<file path="config.mk">
export PLATFORM = sky130hd
export DESIGN_NAME = imem_loader
export DESIGN_NICKNAME = d
export VERILOG_FILES = /design/src/rtl/imem_loader.sv
export SDC_FILE = /design/constraint.sdc
export NUM_CORES = 1
export LEC_CHECK = 0
export BUFFER_PORTS_ARGS = -buffer_cell sky130_fd_sc_hd__buf_4
export CAP_MARGIN = 30
export CORE_ASPECT_RATIO = 0.8
export CORE_UTILIZATION = 37
export CTS_CLUSTER_DIAMETER = 40
export DETAILED_ROUTE_END_ITERATION = 8
export PLACE_DENSITY_LB_ADDON = 0.3
export SLEW_MARGIN = 20
export SYNTH_ARGS = -nofsm -noshare
export SYNTH_HDL_FRONTEND = slang
export SYNTH_SLANG_ARGS = --single-unit
</file>
<file path="constraint.sdc">
create_clock -name clk -period 6.03 [get_ports clk]
set_clock_uncertainty 0.1 [all_clocks]
set_input_delay 0.603 -clock clk [delete_from_list [all_inputs] [get_ports clk]]
set_output_delay 0.603 -clock clk [all_outputs]
set_load 0.02 [all_outputs]
</file>
<file path="src/rtl/imem_loader.sv">
// Byte-stream program loader: parses a length/payload/checksum frame, writes
// little-endian 32-bit words into imem and holds the core in reset until a good image is in.
module imem_loader #(
   parameter int ADDR_W = 10
) (
   input  logic              clk,
   input  logic              reset,
   input  logic              start,
   input  logic              in_valid,
   input  logic [7:0]        in_data,
   output logic              in_ready,
   output logic              mem_we,
   output logic [ADDR_W-1:0] mem_addr,
   output logic [31:0]       mem_wdata,
   output logic              core_hold,
   output logic              done,
   output logic              error,
   output logic [ADDR_W:0]   words_loaded,
   output logic [2:0]        dbgState
);

   localparam int DEPTH = 2 ** ADDR_W;

   typedef enum logic [2:0] {
      IDLE  = 3'd0,
      LEN0  = 3'd1,
      LEN1  = 3'd2,
      DATA  = 3'd3,
      CSUM  = 3'd4,
      DONE  = 3'd5,
      ERROR = 3'd6
   } stateT;

   stateT       state;
   stateT       nextState;

   logic [7:0]  lenLo;
   logic [16:0] numWords;
   logic [16:0] lenFull;
   logic [23:0] byteBuf;
   logic [1:0]  byteCnt;
   logic [7:0]  xorAcc;

   logic        accept;
   logic        startLoad;
   logic        wordComplete;
   logic        lastWord;
   logic        csumGood;

   // Handshake: a byte moves only on a cycle where in_valid and in_ready are both high;
   // in_ready depends on state alone, so a stalled byte stays put until consumed.
   always_comb begin
      in_ready = 1'b0;
      case (state)
         LEN0, LEN1, DATA, CSUM: in_ready = 1'b1;
         default:                in_ready = 1'b0;
      endcase
   end

   assign accept       = in_valid & in_ready;
   assign startLoad    = start & ((state == IDLE) | (state == DONE) | (state == ERROR));
   assign lenFull      = {1'b0, in_data, lenLo};
   assign wordComplete = accept & (state == DATA) & (byteCnt == 2'd3);
   assign lastWord     = ((17'(words_loaded) + 17'd1) == numWords);
   assign csumGood     = (in_data == xorAcc);
   assign dbgState     = state;

   always_ff @(posedge clk or posedge reset) begin
      if (reset) begin
         state <= IDLE;
      end else begin
         state <= nextState;
      end
   end

   always_comb begin
      nextState = state;
      case (state)
         IDLE, DONE, ERROR: begin
            if (startLoad) nextState = LEN0;
         end
         LEN0: begin
            if (accept) nextState = LEN1;
         end
         LEN1: begin
            if (accept) begin
               if (lenFull > 17'(DEPTH))  nextState = ERROR;
               else if (lenFull == 17'd0) nextState = CSUM;
               else                       nextState = DATA;
            end
         end
         DATA: begin
            if (wordComplete && lastWord) nextState = CSUM;
         end
         CSUM: begin
            if (accept) nextState = csumGood ? DONE : ERROR;
         end
         default: nextState = IDLE;
      endcase
   end

   // Datapath and registered outputs; the imem write lands the cycle after a word's 4th byte.
   always_ff @(posedge clk or posedge reset) begin
      if (reset) begin
         lenLo        <= 8'd0;
         numWords     <= 17'd0;
         byteBuf      <= 24'd0;
         byteCnt      <= 2'd0;
         xorAcc       <= 8'd0;
         mem_we       <= 1'b0;
         mem_addr     <= '0;
         mem_wdata    <= 32'd0;
         words_loaded <= '0;
         done         <= 1'b0;
         error        <= 1'b0;
         core_hold    <= 1'b1;
      end else begin
         mem_we <= 1'b0;

         if (startLoad) begin
            done         <= 1'b0;
            error        <= 1'b0;
            words_loaded <= '0;
            byteCnt      <= 2'd0;
            xorAcc       <= 8'd0;
            numWords     <= 17'd0;
            core_hold    <= 1'b1;
         end

         if (accept && (state == LEN0)) begin
            lenLo <= in_data;
         end

         if (accept && (state == LEN1)) begin
            numWords <= lenFull;
            if (lenFull > 17'(DEPTH)) error <= 1'b1;
         end

         if (accept && (state == DATA)) begin
            byteBuf <= {in_data, byteBuf[23:8]};
            byteCnt <= byteCnt + 2'd1;
            xorAcc  <= xorAcc ^ in_data;
         end

         if (wordComplete) begin
            mem_we       <= 1'b1;
            mem_addr     <= words_loaded[ADDR_W-1:0];
            mem_wdata    <= {in_data, byteBuf};
            words_loaded <= words_loaded + 1'b1;
         end

         if (accept && (state == CSUM)) begin
            if (csumGood) begin
               done      <= 1'b1;
               core_hold <= 1'b0;
            end else begin
               error     <= 1'b1;
            end
         end
      end
   end

endmodule

</file>
==> flow_summary.toml <==
[finish]
area.sequential_um2 = 2950
syn_to_final_growth_pct = 23.6
multi_input_area_um2 = 2180
drive_above_1_share = 0.182
antenna_cells = 0
fin_area_um2 = 6560
fin_nets = 671
n_fill_cell = 1303
stdcell_count = 850

[logic_synthesis]
ys_ff_latch = 118
synth.avg_cell_area_um2 = 8.91
ys.flop_type = "dfrtp_1"
syn_area_um2 = 5310
synthCells = 596
synthDistinctLibCells = 45
async_reset_ff_frac = 1.00
synth.net_count = 610
synth_area_leader_cell = "dfrtp_1"
ys_seq_area_frac = 0.556
ys_warn_count = 0
synth_top_area_frac = 0.551
yosys-top-cells-area = "dfrtp_1, nand2_1, o21ai_0, xor2_1, mux2_2"
synth-edff-count = 0

[placed_design]
place.gp.congestion = 0.809
placed_area_um2 = 5970
place_ws_ns = 3.20
io_buffers = 72
placedCellCount = 818
hpwl_um = 8590

[sta]
tightest_slew_ns = 0.871
hold_violations = 0
fmaxAchievable_ghz = 0.354
finalMaxSlewViolations = 0
grt_setup_unrepaired = "no"
slew_headroom = 0.416
min_period_over_period = 0.469
setup_tns_ns = 0
setup_ws_ns = 3.20
period_minus_slack_ns = 2.83
setup_violations = 0

[power]
vdd_drop_max_mv = 0.258
p_leak_uw = 0.00338
cellPowerDensity_nw_per_um2 = 485

[clock_network]
ctsHoldBuffers = 0
cts.sinks = 118
cts.repair.resized = 0
root_buffer = "clkbuf_16"
cts_buffers = 17
post_cts_buffers = 0
cts_tree = "built"
clock_latency_ns = 0.41
h-tree-depth = 4
clk_pin_slew_ns = 0.06
clk_path_buf_depth = 2

[detailed_routing]
wl_per_cell_um = 14.7
first_pass_iters = 5
drt_iter0_markers = 340
drc = 0
wirelength_um = 12500
drtAntennaViolNets = 0
vias = 4263
viasPerCell = 5.02

[floorplanning]
rows = 38
die_area_um2 = 14800
fp.dieW_um = 136
io_pins = 73
start_util = 0.385
die_y_um = 109
core_um2 = 13800

[global_routing]
antenna_found_initial = 0
grt_pass1_wl_um = 20700
grt_start_max_net_pins = 69
grt_use_total = 0.182
first_global_vias = 4035
grt-ovfl-total = 0

[setup_path]
end_kind = "flop"
r2r_cells = 7
cp.required_ns = 6.23
crit_arrival_ns = 3.03
cp-start-kind = "flop"
worstPathMaxFanout = 58
critPathKind = "reg -> reg"

[outcome]
status = "finished, final reports clean"

[worst_hold_path]
hold_class = "in -> async"

[run]
maxCapViolations = 0
-- path summary, 6_finish.rpt --
check                                        startpoint                     endpoint  slack (ns)
worst max-delay path            dbgState[2]$_DFFE_PP0P_  words_loaded[4]$_DFFE_PP0P_        3.20
worst min-delay path                              reset  words_loaded[3]$_DFFE_PP0P_        0.19
worst max register to register  dbgState[2]$_DFFE_PP0P_  words_loaded[4]$_DFFE_PP0P_        3.20
worst min register to register  mem_addr[3]$_DFFE_PP0P_      mem_addr[3]$_DFFE_PP0P_        0.37
max in group asynchronous                         reset      byteBuf[16]$_DFFE_PP0P_        4.35
min in group clk                             in_data[0]    mem_wdata[24]$_DFFE_PP0P_        0.36
-- routing by layer --
layer / global-route usage / share of wire
met3: 0.0377 / 0.053
met5: 0 / 0
met1: 0.267 / 0.50
met4: 0.0698 / 0.017
met2: 0.262 / 0.43
-- worst max-delay path: stages, from the launching register on --
cell,delay (ns)
dfrtp_1,0.68
and4b_1,0.27
buf_4,0.23
nand2_4,0.49
inv_1,0.22
nor2_1,0.44
o21ai_0,0.16
o31ai_1,0.10
-- registers in the layout (all words and copies together), names as in the netlist, 3 cells and up --
signal,count
mem_wdata,32
dbgState,3
mem_addr,10
lenLo,8
numWords,16
words_loaded,11
byteBuf,24
xorAcc,8
-- synth_stat cells (all sizes together) (2+ instances only) --
library cell	number
buf	16
nor4	8
nor2b	2
nor3	8
o31ai	4
xnor2	9
dfrtp	117
clkbuf	19
a31oi	2
inv	6
mux2i	4
o22ai	2
mux2	9
a21oi	3
o21ai	52
ha	2
nand3	7
or4	2
a22o	3
nor2	27
nand2	259
a21o	2
xor2	19
-- cell type report --
class / count / share of cell area
Clock buffer: 24 / 0.0719
Clock inverter: 8 / 0.0191
Inverter: 6 / 0.00381
Multi-Input combinational cell: 437 / 0.332
Sequential cell: 118 / 0.450
Tap cell: 180 / 0.0343
Timing Repair Buffer: 77 / 0.0892
-- cell usage in the layout, fill, tap and decap left out, types with 5 or more instances in the layout --
master,count
buf_4,76
clkbuf_1,5
clkbuf_16,17
dfrtp_1,117
inv_1,5
mux2_2,9
nand2_1,258
nand3_1,7
nor2_1,27
nor3_1,7
nor4_1,5
o21ai_0,51
xnor2_1,9
xor2_1,19
-- power breakdown --
| group | leakage [uW] | total [uW] | switching [uW] | internal [uW] |
|---|---|---|---|---|
| Sequential | 0.00157 | 1280 | 226 | 1050 |
| Clock | 0.000277 | 1010 | 340 | 670 |
| Combinational | 0.00153 | 898 | 522 | 376 |
-- metrics by stage --
step | hold WS (ns) | util | total power, uW
finish | 0.190 | 0.476 | 3190
CTS | 0.194 | 0.476 | 3210
global route | 0.239 | 0.476 | 3380
floorplan | 0.339 | - | 1860
global placement | 0.358 | 0.432 | 2150
detailed placement | 0.362 | 0.433 | 2180
-- kinds of logic after synthesis --
| family | count (synthesis) | synth area share |
|---|---|---|
| adders and majority gates | 2 | 0.00471 |
| xor gates and xnor gates | 28 | 0.0462 |
| muxes | 13 | 0.0266 |
| and+or+nand+nor | 320 | 0.251 |
| DFF | 118 | 0.556 |
| AOI/OAI and AO/OA | 74 | 0.0815 |
| buffers and inverters | 41 | 0.0342 |
No activity file was read; power rests on OpenSTA's default activity.
